**src/rtl/ahb_lite_master.sv**
```systemverilog
// AHB-Lite initiator: command/data stream to SINGLE/INCR4/INCR8/INCR16 transfers; optional cmd_prot via AHB_MST_PROT_EN.
// Latency: first address phase one cycle after command capture; done one cycle after the final data phase.
// Backpressure: cmd_ready only in IDLE; missing write data inserts BUSY (IDLE before the first beat); HREADY=0 freezes the bus.
module ahb_lite_master #(
  parameter int         ADDR_WIDTH    = 32,
  parameter int         DATA_WIDTH    = 32,
  parameter logic [3:0] HPROT_DEFAULT = 4'b0011
) (
  input  logic                  HCLK,
  input  logic                  HRESET,
  input  logic                  cmd_valid,
  output logic                  cmd_ready,
  input  logic [ADDR_WIDTH-1:0] cmd_addr,
  input  logic                  cmd_write,
  input  logic [2:0]            cmd_size,
  input  logic [1:0]            cmd_len,
`ifdef AHB_MST_PROT_EN
  input  logic [3:0]            cmd_prot,
`endif
  input  logic [DATA_WIDTH-1:0] wdata,
  input  logic                  wdata_valid,
  output logic                  wdata_ready,
  output logic [DATA_WIDTH-1:0] rdata,
  output logic                  rdata_valid,
  output logic                  done,
  output logic                  err,
  output logic [ADDR_WIDTH-1:0] HADDR,
  output logic                  HWRITE,
  output logic [2:0]            HSIZE,
  output logic [2:0]            HBURST,
  output logic [3:0]            HPROT,
  output logic [1:0]            HTRANS,
  output logic [DATA_WIDTH-1:0] HWDATA,
  input  logic [DATA_WIDTH-1:0] HRDATA,
  input  logic                  HREADY,
  input  logic                  HRESP
);

  localparam logic [1:0] HT_IDLE = 2'b00, HT_BUSY = 2'b01, HT_NONSEQ = 2'b10, HT_SEQ = 2'b11;

  typedef enum logic [1:0] {S_IDLE, S_ISSUE, S_DRAIN, S_ERR} state_t;
  state_t state_q, state_nxt;

  logic                  cmd_write_q, first_q, dp_vld, dp_write;
  logic [2:0]            cmd_size_q, burst_enc;
  logic [1:0]            cmd_len_q;
  logic [4:0]            issue_left, beats;
  logic [ADDR_WIDTH-1:0] nxt_addr;
  logic [DATA_WIDTH-1:0] stg_dat;
  logic [10:0]           span;
  logic                  misalign, bad_cmd;
  logic                  accept, adv, issue, busy_slot, rd_done, fin, fin_err, err_first;

  // Command legality: size, alignment, and the whole burst staying inside one 1KB page.
  always_comb begin
    case (cmd_len)
      2'b00:   beats = 5'd1;
      2'b01:   beats = 5'd4;
      2'b10:   beats = 5'd8;
      default: beats = 5'd16;
    endcase
    span = 11'(beats) << cmd_size;
    case (cmd_size)
      3'd1:    misalign = cmd_addr[0];
      3'd2:    misalign = |cmd_addr[1:0];
      default: misalign = 1'b0;
    endcase
    bad_cmd = (cmd_size > 3'd2) || misalign || (({1'b0, cmd_addr[9:0]} + span) > 11'd1024);
  end

  always_comb begin
    case (cmd_len_q)
      2'b00:   burst_enc = 3'b000;
      2'b01:   burst_enc = 3'b011;
      2'b10:   burst_enc = 3'b101;
      default: burst_enc = 3'b111;
    endcase
  end

  always_ff @(posedge HCLK or negedge HRESET) begin
    if (!HRESET) state_q <= S_IDLE;
    else         state_q <= state_nxt;
  end

  always_comb begin
    state_nxt   = state_q;
    accept      = 1'b0;
    adv         = 1'b0;
    issue       = 1'b0;
    busy_slot   = 1'b0;
    rd_done     = 1'b0;
    fin         = 1'b0;
    fin_err     = 1'b0;
    err_first   = 1'b0;
    wdata_ready = 1'b0;
    case (state_q)
      S_IDLE: begin
        if (cmd_valid && cmd_ready) begin
          accept = 1'b1;
          if (bad_cmd) begin
            fin     = 1'b1;
            fin_err = 1'b1;
          end else begin
            state_nxt = S_ISSUE;
          end
        end
      end
      S_ISSUE: begin
        if (dp_vld && HRESP) begin
          // A single-cycle error response still terminates the command.
          if (HREADY) begin
            fin       = 1'b1;
            fin_err   = 1'b1;
            state_nxt = S_IDLE;
          end else begin
            err_first = 1'b1;
            state_nxt = S_ERR;
          end
        end else if (HREADY) begin
          adv     = 1'b1;
          rd_done = dp_vld && !dp_write;
          if (issue_left != 5'd0) begin
            if (cmd_write_q && !wdata_valid) begin
              busy_slot = 1'b1;
            end else begin
              issue       = 1'b1;
              wdata_ready = cmd_write_q;
            end
          end else if (HTRANS[1]) begin
            state_nxt = S_DRAIN;
          end
        end
      end
      S_DRAIN: begin
        if (HREADY) begin
          fin       = 1'b1;
          fin_err   = HRESP;
          rd_done   = !dp_write && !HRESP;
          state_nxt = S_IDLE;
        end else if (HRESP) begin
          err_first = 1'b1;
          state_nxt = S_ERR;
        end
      end
      default: begin
        if (HREADY) begin
          fin       = 1'b1;
          fin_err   = 1'b1;
          state_nxt = S_IDLE;
        end
      end
    endcase
  end

  always_ff @(posedge HCLK or negedge HRESET) begin
    if (!HRESET) begin
      cmd_ready   <= 1'b0;
      rdata       <= '0;
      rdata_valid <= 1'b0;
      done        <= 1'b0;
      err         <= 1'b0;
      HADDR       <= '0;
      HWRITE      <= 1'b0;
      HSIZE       <= 3'd0;
      HBURST      <= 3'd0;
      HTRANS      <= HT_IDLE;
      HWDATA      <= '0;
      cmd_write_q <= 1'b0;
      cmd_size_q  <= 3'd0;
      cmd_len_q   <= 2'd0;
      nxt_addr    <= '0;
      issue_left  <= 5'd0;
      first_q     <= 1'b0;
      dp_vld      <= 1'b0;
      dp_write    <= 1'b0;
      stg_dat     <= '0;
    end else begin
      cmd_ready   <= (state_nxt == S_IDLE);
      rdata_valid <= 1'b0;
      done        <= 1'b0;
      err         <= 1'b0;
      if (accept) begin
        cmd_write_q <= cmd_write;
        cmd_size_q  <= cmd_size;
        cmd_len_q   <= cmd_len;
        nxt_addr    <= cmd_addr;
        issue_left  <= beats;
        first_q     <= 1'b1;
      end
      if (adv) begin
        // The beat on the bus (if any) is accepted here and moves into its data phase.
        dp_vld   <= HTRANS[1];
        dp_write <= HWRITE;
        if (HTRANS[1] && HWRITE) HWDATA <= stg_dat;
        if (issue) begin
          HTRANS     <= first_q ? HT_NONSEQ : HT_SEQ;
          HADDR      <= nxt_addr;
          HWRITE     <= cmd_write_q;
          HSIZE      <= cmd_size_q;
          HBURST     <= burst_enc;
          nxt_addr   <= nxt_addr + (ADDR_WIDTH'(1) << cmd_size_q);
          issue_left <= issue_left - 5'd1;
          first_q    <= 1'b0;
          if (cmd_write_q) stg_dat <= wdata;
        end else if (busy_slot) begin
          HTRANS <= first_q ? HT_IDLE : HT_BUSY;
          HADDR  <= nxt_addr;
        end else begin
          HTRANS <= HT_IDLE;
        end
      end
      if (rd_done) begin
        rdata       <= HRDATA;
        rdata_valid <= 1'b1;
      end
      if (err_first) begin
        HTRANS <= HT_IDLE;
        dp_vld <= 1'b0;
      end
      if (fin) begin
        done   <= 1'b1;
        err    <= fin_err;
        HTRANS <= HT_IDLE;
        dp_vld <= 1'b0;
      end
    end
  end

`ifdef AHB_MST_PROT_EN
  logic [3:0] hprot_q;
  always_ff @(posedge HCLK or negedge HRESET) begin
    if (!HRESET)     hprot_q <= HPROT_DEFAULT;
    else if (accept) hprot_q <= cmd_prot;
  end
  assign HPROT = hprot_q;
`else
  assign HPROT = HPROT_DEFAULT;
`endif

endmodule

```
**config.mk**
```make
export PLATFORM = sky130hd
export DESIGN_NAME = ahb_lite_master
export DESIGN_NICKNAME = d
export VERILOG_FILES = /design/src/rtl/ahb_lite_master.sv
export SDC_FILE = /design/constraint.sdc
export NUM_CORES = 1
export LEC_CHECK = 0
export ABC_CLOCK_PERIOD_IN_PS = 4000
export CAP_MARGIN = 20
export CORE_MARGIN = 3
export CORE_UTILIZATION = 50
export CTS_CLUSTER_DIAMETER = 150
export DETAILED_ROUTE_END_ITERATION = 12
export GPL_ROUTABILITY_DRIVEN = 0
export GPL_TIMING_DRIVEN = 0
export HOLD_SLACK_MARGIN = 0.06
export PLACE_DENSITY = 0.85
export SETUP_SLACK_MARGIN = 0.5
export SLEW_MARGIN = 20
export SYNTH_ARGS = -nofsm -noshare
export SYNTH_HDL_FRONTEND = slang
export SYNTH_SLANG_ARGS = --single-unit
```
**constraint.sdc**
```tcl
create_clock -name HCLK -period 4 [get_ports HCLK]
set_clock_uncertainty 0.15 [all_clocks]
set_input_delay 0.8 -clock HCLK [delete_from_list [all_inputs] [get_ports HCLK]]
set_output_delay 0.8 -clock HCLK [all_outputs]
set_load 0.02 [all_outputs]
```
Word level (Yosys, flattened, before mapping)
Cells that the tools add are included.
{"block": "word_totals", "reg_bits": 189, "input_bits": 108, "output_inout_bits": 114, "wordCells": 132}
{"block": "op_classes", "addsub": 3, "n_lt_le_gt_ge": 2, "n_eq_ne": 8, "shift": 2, "mux": 73, "reduce_logical": 23}
{"op": "$mux 32", "count": 5}
{"op": "$mux 1", "count": 43}
{"op": "$add 32x32->32", "count": 1}
{"op": "$shl 1x3->32 const A", "count": 1}
{"op": "$mux 2", "count": 14}
{"op": "$mux 5", "count": 3}
{"op": "$pmux 5 s3", "count": 1}
{"op": "$add 10x11->11", "count": 1}
{"op": "$gt 11x11->1 const B", "count": 1}
{"op": "$shl 5x3->11", "count": 1}
{"op": "$pmux 3 s3", "count": 1}
{"op": "$logic_not 2->1", "count": 4}
{"op": "$pmux 1 s2", "count": 4}
{"op": "$eq 2x1->1 const B", "count": 3}
{"op": "$eq 2x2->1 const B", "count": 3}
{"op": "$logic_and 1x1->1", "count": 6}
{"op": "$pmux 2 s3", "count": 1}
{"op": "$reduce_and 2->1", "count": 3}
{"op": "$reduce_bool 5->1", "count": 1}
{"op": "$sub 5x1->5 const B", "count": 1}
{"op": "$eq 3x1->1 const B", "count": 1}
{"op": "$eq 3x2->1 const B", "count": 1}
{"op": "$gt 3x2->1 const B", "count": 1}
{"op": "$logic_not 1->1", "count": 3}
{"op": "other kinds (6)", "count": 7}

Longest topological paths before layout
Gate-level depths: netlist (run 1).
{"block": "logic_depth", "word_depth": 12, "mapped_depth": 14}

Worst setup path after synthesis (run 1)
Ideal clock, no wire load.
{"block": "synth_path", "path_type": "input to register", "startpoint": "input port cmd_len[0]", "endpoint": "register cmd_ready", "arrival_time_ps": 3753, "required_ps": 3777, "slack_ps": 24, "stages": 14, "cell_sequence": "clkbuf_1 > nand2_1 > nor3b_1 > a21oi_1 > o21ai_0 > ha_1 > buf_6 > a211o_1 > or4_1 > o211ai_1 > a311oi_1 > or4_4 > a31o_4 > a21oi_2"}
{"block": "synth_via", "elab_chain_len": 10, "word_cells_on_any_way": 12}
{"element": "start, declared", "line_no": "16", "rtl": "input logic [1:0] cmd_len,"}
{"element": "$eq 2x2->1, or another cell as far along", "line_no": "56", "rtl": "case (cmd_len)"}
{"element": "$pmux 5 s3 *", "line_no": "56"}
{"element": "$shl 5x3->11 *", "line_no": "62", "rtl": "span = 11'(beats) << cmd_size;"}
{"element": "$add 10x11->11 *", "line_no": "68", "rtl": "bad_cmd = (cmd_size > 3'd2) || misalign || (({1'b0, cmd_addr[9:0]} + span) > 11'd1024);"}
{"element": "$gt 11x11->1 *", "line_no": "68"}
{"element": "$logic_or 1x1->1 *", "line_no": "68"}
{"element": "$mux 2 *", "line_no": "100", "rtl": "if (bad_cmd) begin"}
{"element": "$mux 2 *", "line_no": "98", "rtl": "if (cmd_valid && cmd_ready) begin"}
{"element": "$pmux 2 s3 *", "line_no": "96", "rtl": "case (state_q)"}
{"element": "named net state_nxt[1]", "line_no": "42", "rtl": "state_t state_q, state_nxt;"}
{"element": "$logic_not 2->1 *", "line_no": "178", "rtl": "cmd_ready <= (state_nxt == S_IDLE);"}
{"element": "end signal, assigned", "line_no": "178"}
{"element": "end, declared", "line_no": "12", "rtl": "output logic cmd_ready,"}
The timed path passes the listed nets; every way through them passes the cells marked *.
A chain may end at the register's enable or synchronous reset.

Final worst setup path (run 1)
{"block": "layout_path", "startpoint": "input port cmd_size[1]", "endpoint": "register cmd_ready"}
{"block": "layout_via", "elab_chain_len": 8, "word_cells_on_any_way": 13}
{"element": "start, declared", "line_no": "15", "rtl": "input logic [2:0] cmd_size,"}
{"element": "$shl 5x3->11, or another cell as far along", "line_no": "62"}
{"element": "$add 10x11->11 / $pmux 1 s2 (equally long branches)", "line_no": "68, 63"}
{"element": "$gt 11x11->1 / $logic_or 1x1->1 (equally long branches)", "line_no": "68"}
{"element": "$logic_or 1x1->1 *", "line_no": "68"}
{"element": "$mux 2 *", "line_no": "100"}
{"element": "$mux 2 *", "line_no": "98"}
{"element": "$pmux 2 s3 *", "line_no": "96"}
{"element": "named net state_nxt[1]", "line_no": "42"}
{"element": "$logic_not 2->1 *", "line_no": "178"}
Marked as above.

==> results of run 1 <==
==> layout by cell type (no fill, tap or decap), types with 7 or more instances in the layout <==
| cell | netlist | routed |
|---|---|---|
| o22ai_1 | 10 | 8 |
| and3_1 | 16 | 16 |
| inv_1 | 24 | 24 |
| buf_1 | 7 | 8 |
| buf_4 | 5 | 18 |
| nor2_1 | 49 | 47 |
| nand3_1 | 14 | 14 |
| ha_1 | 23 | 20 |
| a21oi_1 | 35 | 30 |
| dfrtp_1 | 189 | 189 |
| o21ai_0 | 27 | 25 |
| a31oi_1 | 7 | 7 |
| mux2_2 | 93 | 93 |
| nor3_1 | 17 | 16 |
| clkbuf_1 | 29 | 19 |
| clkdlybuf4s50_1 | 0 | 208 |
| nand2_1 | 169 | 166 |
| clkbuf_16 | 0 | 19 |
| a211oi_1 | 19 | 16 |
| buf_2 | 7 | 9 |
| o21a_1 | 7 | 7 |
| nor2b_1 | 10 | 7 |
==> path summary, 6_finish.rpt <==
kind                               start           end  slack [ns]
min                               HRESET  nxt_addr[28]        0.14
max reg2reg                cmd_size_q[2]  nxt_addr[12]        0.57
max in group asynchronous         HRESET   nxt_addr[4]        2.85
min reg2reg                     rdata[9]      rdata[9]        0.33
max                          cmd_size[1]     cmd_ready        0.48
min in group HCLK               rdata[9]      rdata[9]        0.33
==> registers in the layout (all words and copies together) (netlist names) <==
signal,flops
HADDR,32
HBURST,3
HSIZE,3
HTRANS,2
HWDATA,32
HWRITE,1
cmd_len_q,2
cmd_ready,1
cmd_size_q,3
cmd_write_q,1
done,1
dp_vld,1
dp_write,1
err,1
first_q,1
issue_left,5
nxt_addr,32
rdata,32
rdata_valid,1
state_q,2
stg_dat,32
==> worst register-to-register path, cell delays in order (launching register included) <==
cell and delay (ns):
dfrtp_1 0.36, buf_1 0.20, or3b_2 0.52, fa_1 0.44, nor2b_1 0.12, o21ai_0 0.11
a21oi_1 0.26, o21ai_2 0.18, a2111oi_4 0.42, buf_6 0.19, nor3b_1 0.29, a211o_1 0.15
==> power breakdown <==
group	internal (uW)	total (uW)	switching, uW
clock network	893	1710	821
registers	2730	3310	572
logic	1820	3820	1990
==> layer usage <==
metal	vias up	track usage (%)
met3	61	6.27
met5	-	0
met2	384	41.9
met1	3784	33.8
li1	3596	-
met4	0	10.9
==> repair_timing <==
item	CTS	global route
resized for setup	57	34
pin swaps	13	7
cloned	1	0
setup buffers	10	4
endpoints found under the setup margin	15	26
==> cells by family (layout without fill, tap and decap cells) <==
group,Yosys count,in the layout,synth area share [%]
flip-flops,189,189,51.5
adder cells (fa/ha/maj),25,25,3.57
multiplexers,102,102,12.4
XOR/XNOR,6,6,0.572
AO/OA/AOI/OAI,153,153,11.3
AND/OR/NAND/NOR,329,329,17.0
other,2,5,0.0818
buffers and inverters,74,337,3.51
==> stage by stage <==
stage	TNS, ns	power, uW
2_1_floorplan	0	5380
3_3_place_gp	-1086.17	6820
3_5_place_dp	-5.60	6980
4_1_cts	0	8780
5_1_grt	0	9360
6_report	0	8830
==> final cells by class <==
class | instances | area, um^2 | area share, %
Antenna cell | 1 | 2.50 | 0.0197
Buffer | 50 | 330 | 2.60
Clock buffer | 17 | 425 | 3.34
Clock inverter | 15 | 174 | 1.37
Inverter | 24 | 90.1 | 0.708
Multi-Input combinational cell | 619 | 4390 | 34.5
Sequential cell | 189 | 4730 | 37.2
Tap cell | 225 | 282 | 2.21
Timing Repair Buffer | 231 | 2310 | 18.1
==> impl_summary.md, run 1 <==
Run status
The run finished with clean final reports.

Timing
For the pin with the worst max-slew slack, the measured transition is 0.910 ns. The worst path in the final design needs a cycle of 3.52 ns, including I/O delays and setup. Setup repair after global routing could not meet its margin everywhere. The worst path setup slack after routing is 0.481 ns. Static timing analysis puts the maximum clock frequency at 284 MHz.

The portion of the clock cycle consumed by the worst path in the final layout is 88.0%. Setup violations remaining at the end of the flow were counted as 0. The worst slew slack as a fraction of its limit is 38.9%.

The number of hold violations in the final report was 0. The post-route worst hold slack is 0.145 ns. The max-slew violation total from the final report came to 0.

Synthesis
The average size of a mapped cell is 10.4 um^2. The synthesized design devotes to its leading area cell type 51.5% of total area. The mapped netlist covers 9190 um^2.

In the synthesized netlist, the number of instances is 880. In the synthesized netlist the dominant register cell turns out to be dfrtp_1. The library cell with the highest instance count after synthesis is dfrtp_1. The number of enable-type register cells in the synthesized netlist is 0. Counting instances in the post-synthesis netlist gives the leading cell types as dfrtp_1, nand2_1, mux2_2.

The synthesized design contains 189 register bits. By area the synthesized netlist is led by dfrtp_1, mux2_2, nand2_1. Yosys printed 0 warnings. Sequential elements use 51.5% of the synthesized area. The biggest area contributor in the post-synthesis netlist is dfrtp_1. After synthesis, the share of flip-flops with an asynchronous set or reset is 100%. The count of cell types in the netlist is 80.

Setup path
The endpoint arrival time on the critical path is 3.73 ns. The slowest stage of the critical path belongs to the cell or4_4. The critical path is of the input pin to register type. The kind of start point of the critical path is an input pin. Counting cells, the worst reg-to-reg path comes to 11.

The kind of cell with the highest combined delay along the critical path is simple AND/OR/NAND/NOR gates. Walking the worst path, the cells encountered are buf_8 -> clkbuf_16 -> nand2b_4 -> or3_1 -> o21ai_1 -> ha_1 -> buf_6 -> a211o_1 -> or3_1 -> o211ai_1 -> a311oi_2 -> or4_4 -> a31o_4 -> a21oi_2. The delay of the slowest cell on the worst path is 0.45 ns.

The largest fanout on the critical path is 8. In this run the number of cells on the critical path is 14. The critical path endpoint category is a register. Together, buffers and inverters on the worst path number 3.

The most repeated library cell on the critical path is or3_1. For the worst setup path, the data required time is 4.22 ns.

Finish
The proportion of layout cells with a drive suffix above 1 is 20.1%. The number of nets in the final layout is 1265. The finished cells cover 12700 um^2.

The fill cell instance count of the final layout is 1275. Measured on the finished design, the core utilization comes to 72.1%. Relative to the synthesized area, the layout overhead comes to 38.6%. The non-filler instance count after layout is 1371.

Detailed routing
The via count normalized by instance count is 5.71. The detailed router put a total of 10400 um of wire on met1. The remaining design rule violation count is 0. The first detailed-routing pass ran for 5 iterations. The routed design uses 12600 um of met2 wire. The detailed router finished its first iteration with 597 violations. The routed layout has 7825 vias.

Summed over all layers, the routed wires come to 26000 um. The wire length per cell is 19.0 um. In this run the remaining antenna-violating nets after routing total 0. Routed signal wires occupy layers up through met4.

The met3 wire length is 2080 um.

Power
The worst supply voltage drop on vdd is 0.416 mV. Power spread over the standard cell area amounts to 694 nW/um^2. The analysis attributes to cell leakage a power of 0.00571 uW.

Clock network
The clock transition at the register clock pins on the worst setup and hold paths after CTS is 0.08 ns. The number of sinks driven by the clock tree is 189. The quantity of hold-fixing buffers added after cts is 0. The clock tree buffer depth is 2. The worst-skew pair later-pin latency is 0.43 ns. The number of CTS-inserted buffers is 17. The CTS root buffer is clkbuf_16. The number of levels the H-tree was split into is 4. The CTS tree is built.

Floorplanning
Once the floorplan was initialized, standard cells occupied 52.0% of the core. In this run the vertical extent of the chip is 142 um. The area of the core region is 17700 um^2. The die covers 20000 um^2. 222 I/O pins were placed.

After floorplanning, the core was divided into 48 placement rows. The horizontal die dimension is 142 um.

Place
Once placement finished, the instance area stood at 11800 um^2. In this run the tool buffered the top-level ports with 214 buffer cells. Including well taps, the total number of placed cells is 1323. The wire-length estimate of the detail-placed layout is 18100 um. OpenSTA, run right after detailed placement, puts the worst setup slack at -0.728 ns.

GRT
The global router's overall resource usage is 26.0%. Summed over all layers, the global routing overflow is 0. The initial antenna violation count is 0. The via count of the first global-routing pass is 7926. Entering global routing, the biggest net connects 70 pins. The first-pass GRT wire length is 41700 um.

Job
Max-cap violations in this run came to 0.

Worst hold path
The class of the tightest hold or removal check is input pin to asynchronous set/reset pin.
No activity file was read; power rests on OpenSTA's default activity.
==> run 2, diff against run 1 <==
Settings changed: PLACE_DENSITY 0.85 to 0.9, SLEW_MARGIN 20 to not set.
==> run 2 against run 1 <==
Compared with the run above:
- clock-buffer cell count unchanged
- total power increased by 0.79%
- critical path depth increased by 2
- sequential cell count unchanged
- sequential share of layout area decreased by 0.37 points
- combinational power increased by 2%
- global-route usage increased by 0.35 points
- wire length increased by 6.1%
- register-to-register slack improved by 0.09 ns
- sequential power about the same
- via count increased by 2.6%
- critical path type unchanged
- largest cell class unchanged
==> impl_summary.md, run 2 (same netlist as run 1, synthesis figures left out) <==
Job
The number of maximum-capacitance constraint violations was 0 (unchanged).

Place
The total cell area at the placement stage is 11700 um^2 (-0.23%). The worst slack at placement came to -0.657 ns (+0.0715 ns). The count of buffers from port buffering is 214 (unchanged). The detailed placement HPWL is 18000 um (-0.25%).

Detailed routing
The total vias in the final route was 8027 (+2.6%). The remaining design rule violation count is 0 (unchanged). The violation count after the first detailed-route iteration is 623 (+4.4%). The detailed-router iteration count before antenna repair is 6 (+1).

The total wire length after detailed routing is 27600 um (+6.1%). The wire length per cell came to 20.1 um (+5.7%). The number of nets with antenna violations after routing is 0 (unchanged). The via count normalized by instance count is 5.83 (+2.2%).

Finish
The cell area after layout came to 12900 um^2 (+0.99%). The proportion of layout cells with a drive suffix above 1 is 21.3% (+1.2 points). The number of nets in the final layout is 1271 (+0.47%). The most common cell after layout, fill and taps aside is clkdlybuf4s50_1. The register area came to 4730 um^2 (unchanged). The fill cell instance count of the final layout is 1211 (-5.0%). The area growth from synthesis to final layout is 39.9%. The count of inserted antenna diode cells is 0 (-1).

In the layout the commonest cells are clkdlybuf4s50_1, dfrtp_1, nand2_1. The area of the multi-input gates is 4490 um^2 (+2.3%).

Setup path
The minimum setup slack among reg-to-reg paths is 0.66 ns (+0.09 ns). Counting stages on the worst path, the most repeated cell is a21oi_2. The critical path is of the input pin to register type. The delay of the slowest cell on the worst path is 0.55 ns (+0.10 ns). The endpoint arrival time on the critical path is 3.82 ns (+0.09 ns). Traced cell by cell, the critical path runs through buf_8 -> clkbuf_16 -> xnor2_4 -> nor2_1 -> a21oi_2 -> o21ai_2 -> ha_1 -> buf_6 -> buf_4 -> nor3_1 -> o21ai_0 -> a21oi_2 -> o221ai_2 -> or4_4 -> a31o_4 -> a21oi_2. The data required time of the worst path is 4.23 ns (about the same).

The largest fanout on the critical path is 7 (-1). The critical-path cell with the highest stage delay is or4_4. The worst setup path is launched from an input pin. The critical path endpoint category is a register.

The depth of the worst register-to-register path came to 12 (+1).

GRT
The largest net degree at the start of global routing is 124 (+77%). The via count of the first global-routing pass was 8078 (+1.9%). The initial antenna violation count came to 0 (unchanged). The global router's overall resource usage is 26.4% (+0.35 points).

The first-pass GRT wire length is 42300 um (+1.4%). The sum of overflow across all layers after global routing is 0 (unchanged).

Power
The leakage power is 0.00574 uW (+0.58%). The total power density per cell area was 693 nW/um^2 (-0.20%). The worst supply voltage drop on vdd was 0.427 mV (+2.6%).

The power after layout was 8900 uW (+0.79%).

Clock network
CTS placed an instance of clkbuf_16 at the clock tree root. The CTS tree is built. The number of sinks driven by the clock tree is 189 (unchanged).

The worst-skew pair later-pin latency is 0.44 ns (about the same). The number of levels the H-tree was split into came to 4 (unchanged). The clock tree buffer depth was 2 (unchanged).

The clock transition at the register clock pins on the worst setup and hold paths after CTS is 0.08 ns (about the same). The number of CTS-inserted buffers is 17 (unchanged). The quantity of hold-fixing buffers added after cts is 0 (unchanged).

Timing
Setup repair after global routing could not meet its margin everywhere. The maximum achievable frequency is 278 MHz (-2.1%). The worst slew slack as a fraction of its limit is 46.0% (+7.1 points). The final critical path time including I/O delays and setup was 3.59 ns (+0.0741 ns). The max-slew violation total from the final report came to 0 (unchanged).

The worst path setup slack after routing is 0.407 ns (-0.0741 ns). The number of hold violations in the final report is 0 (unchanged). The count of final setup violators was 0 (unchanged). The worst-margin pin slew is 0.803 ns (-0.106 ns).

The portion of the clock cycle consumed by the worst path in the final layout was 89.8% (+1.9 points).

Floorplanning
The area of the core region is 17700 um^2 (unchanged). The die area is 20000 um^2 (unchanged). The horizontal die dimension is 142 um (unchanged). The die outline height is 142 um (unchanged).

The placement row count came to 48 (unchanged). The number of I/O pins is 222 (unchanged). The initial core utilization is 52.0% (unchanged).

Run status
The flow ran to the end, and the final reports show no timing, DRC or antenna violations.

Worst hold path
The path class of the tightest hold or removal check is input pin to asynchronous set/reset pin.
[run 2: cell type report]
cell class,instances,share of cell area [%]
flip-flops and latches,189,36.8
multi-input cells,619,34.9
repair buffers,237,18.2
clock buffers,17,3.31
plain buffers,50,2.58
well taps,225,2.19
clock inverters,15,1.29
inverters,24,0.730
[run 2: worst paths after layout]
kind	startpoint	endpoint
max	cmd_size[1]	cmd_ready
min	HRESET	HADDR[25]
max reg2reg	cmd_size_q[2]	nxt_addr[17]
min reg2reg	rdata[17]	rdata[17]
max in group asynchronous	HRESET	HWDATA[25]
min in group HCLK	rdata[17]	rdata[17]
[run 2: through the flow]
step	hold slack [ns]	cells	util, %	setup TNS, ns
2_1_floorplan	0.305	882	-	0
3_3_place_gp	0.306	1321	66.2	-1073.15
3_5_place_dp	0.311	1322	66.4	-5.04
4_1_cts	0.166	1369	71.4	0
5_1_grt	0.178	1376	72.8	0
6_report	0.137	1376	72.8	0
[run 2: where the power goes]
group	switching [uW]	internal (uW)
registers	591	2730
logic	2040	1840
clock network	858	844
[run 2: critical path, delay by kind of cell]
| family | cells | cell delay, ns |
|---|---|---|
| AO/OA/AOI/OAI | 7 | 1.11 |
| XOR/XNOR | 1 | 0.12 |
| adder cells (fa/ha/maj) | 1 | 0.27 |
| buffers and inverters | 4 | 0.54 |
| AND/OR/NAND/NOR | 3 | 0.96 |
[run 2: repair_timing]
| action | CTS | global route |
|---|---|---|
| cloned | 2 | 0 |
| endpoints found under the setup margin | 19 | 26 |
| setup buffers | 13 | 7 |
| pin swaps | 16 | 15 |
| resized for setup | 60 | 51 |
[run 2: routing by layer]
layer / part of all wire (%) / track usage [%]
met2: 49 / 43.9
met1: 39 / 34.2
met5: 0 / 0
met4: 4.0 / 9.90
met3: 7.4 / 5.36
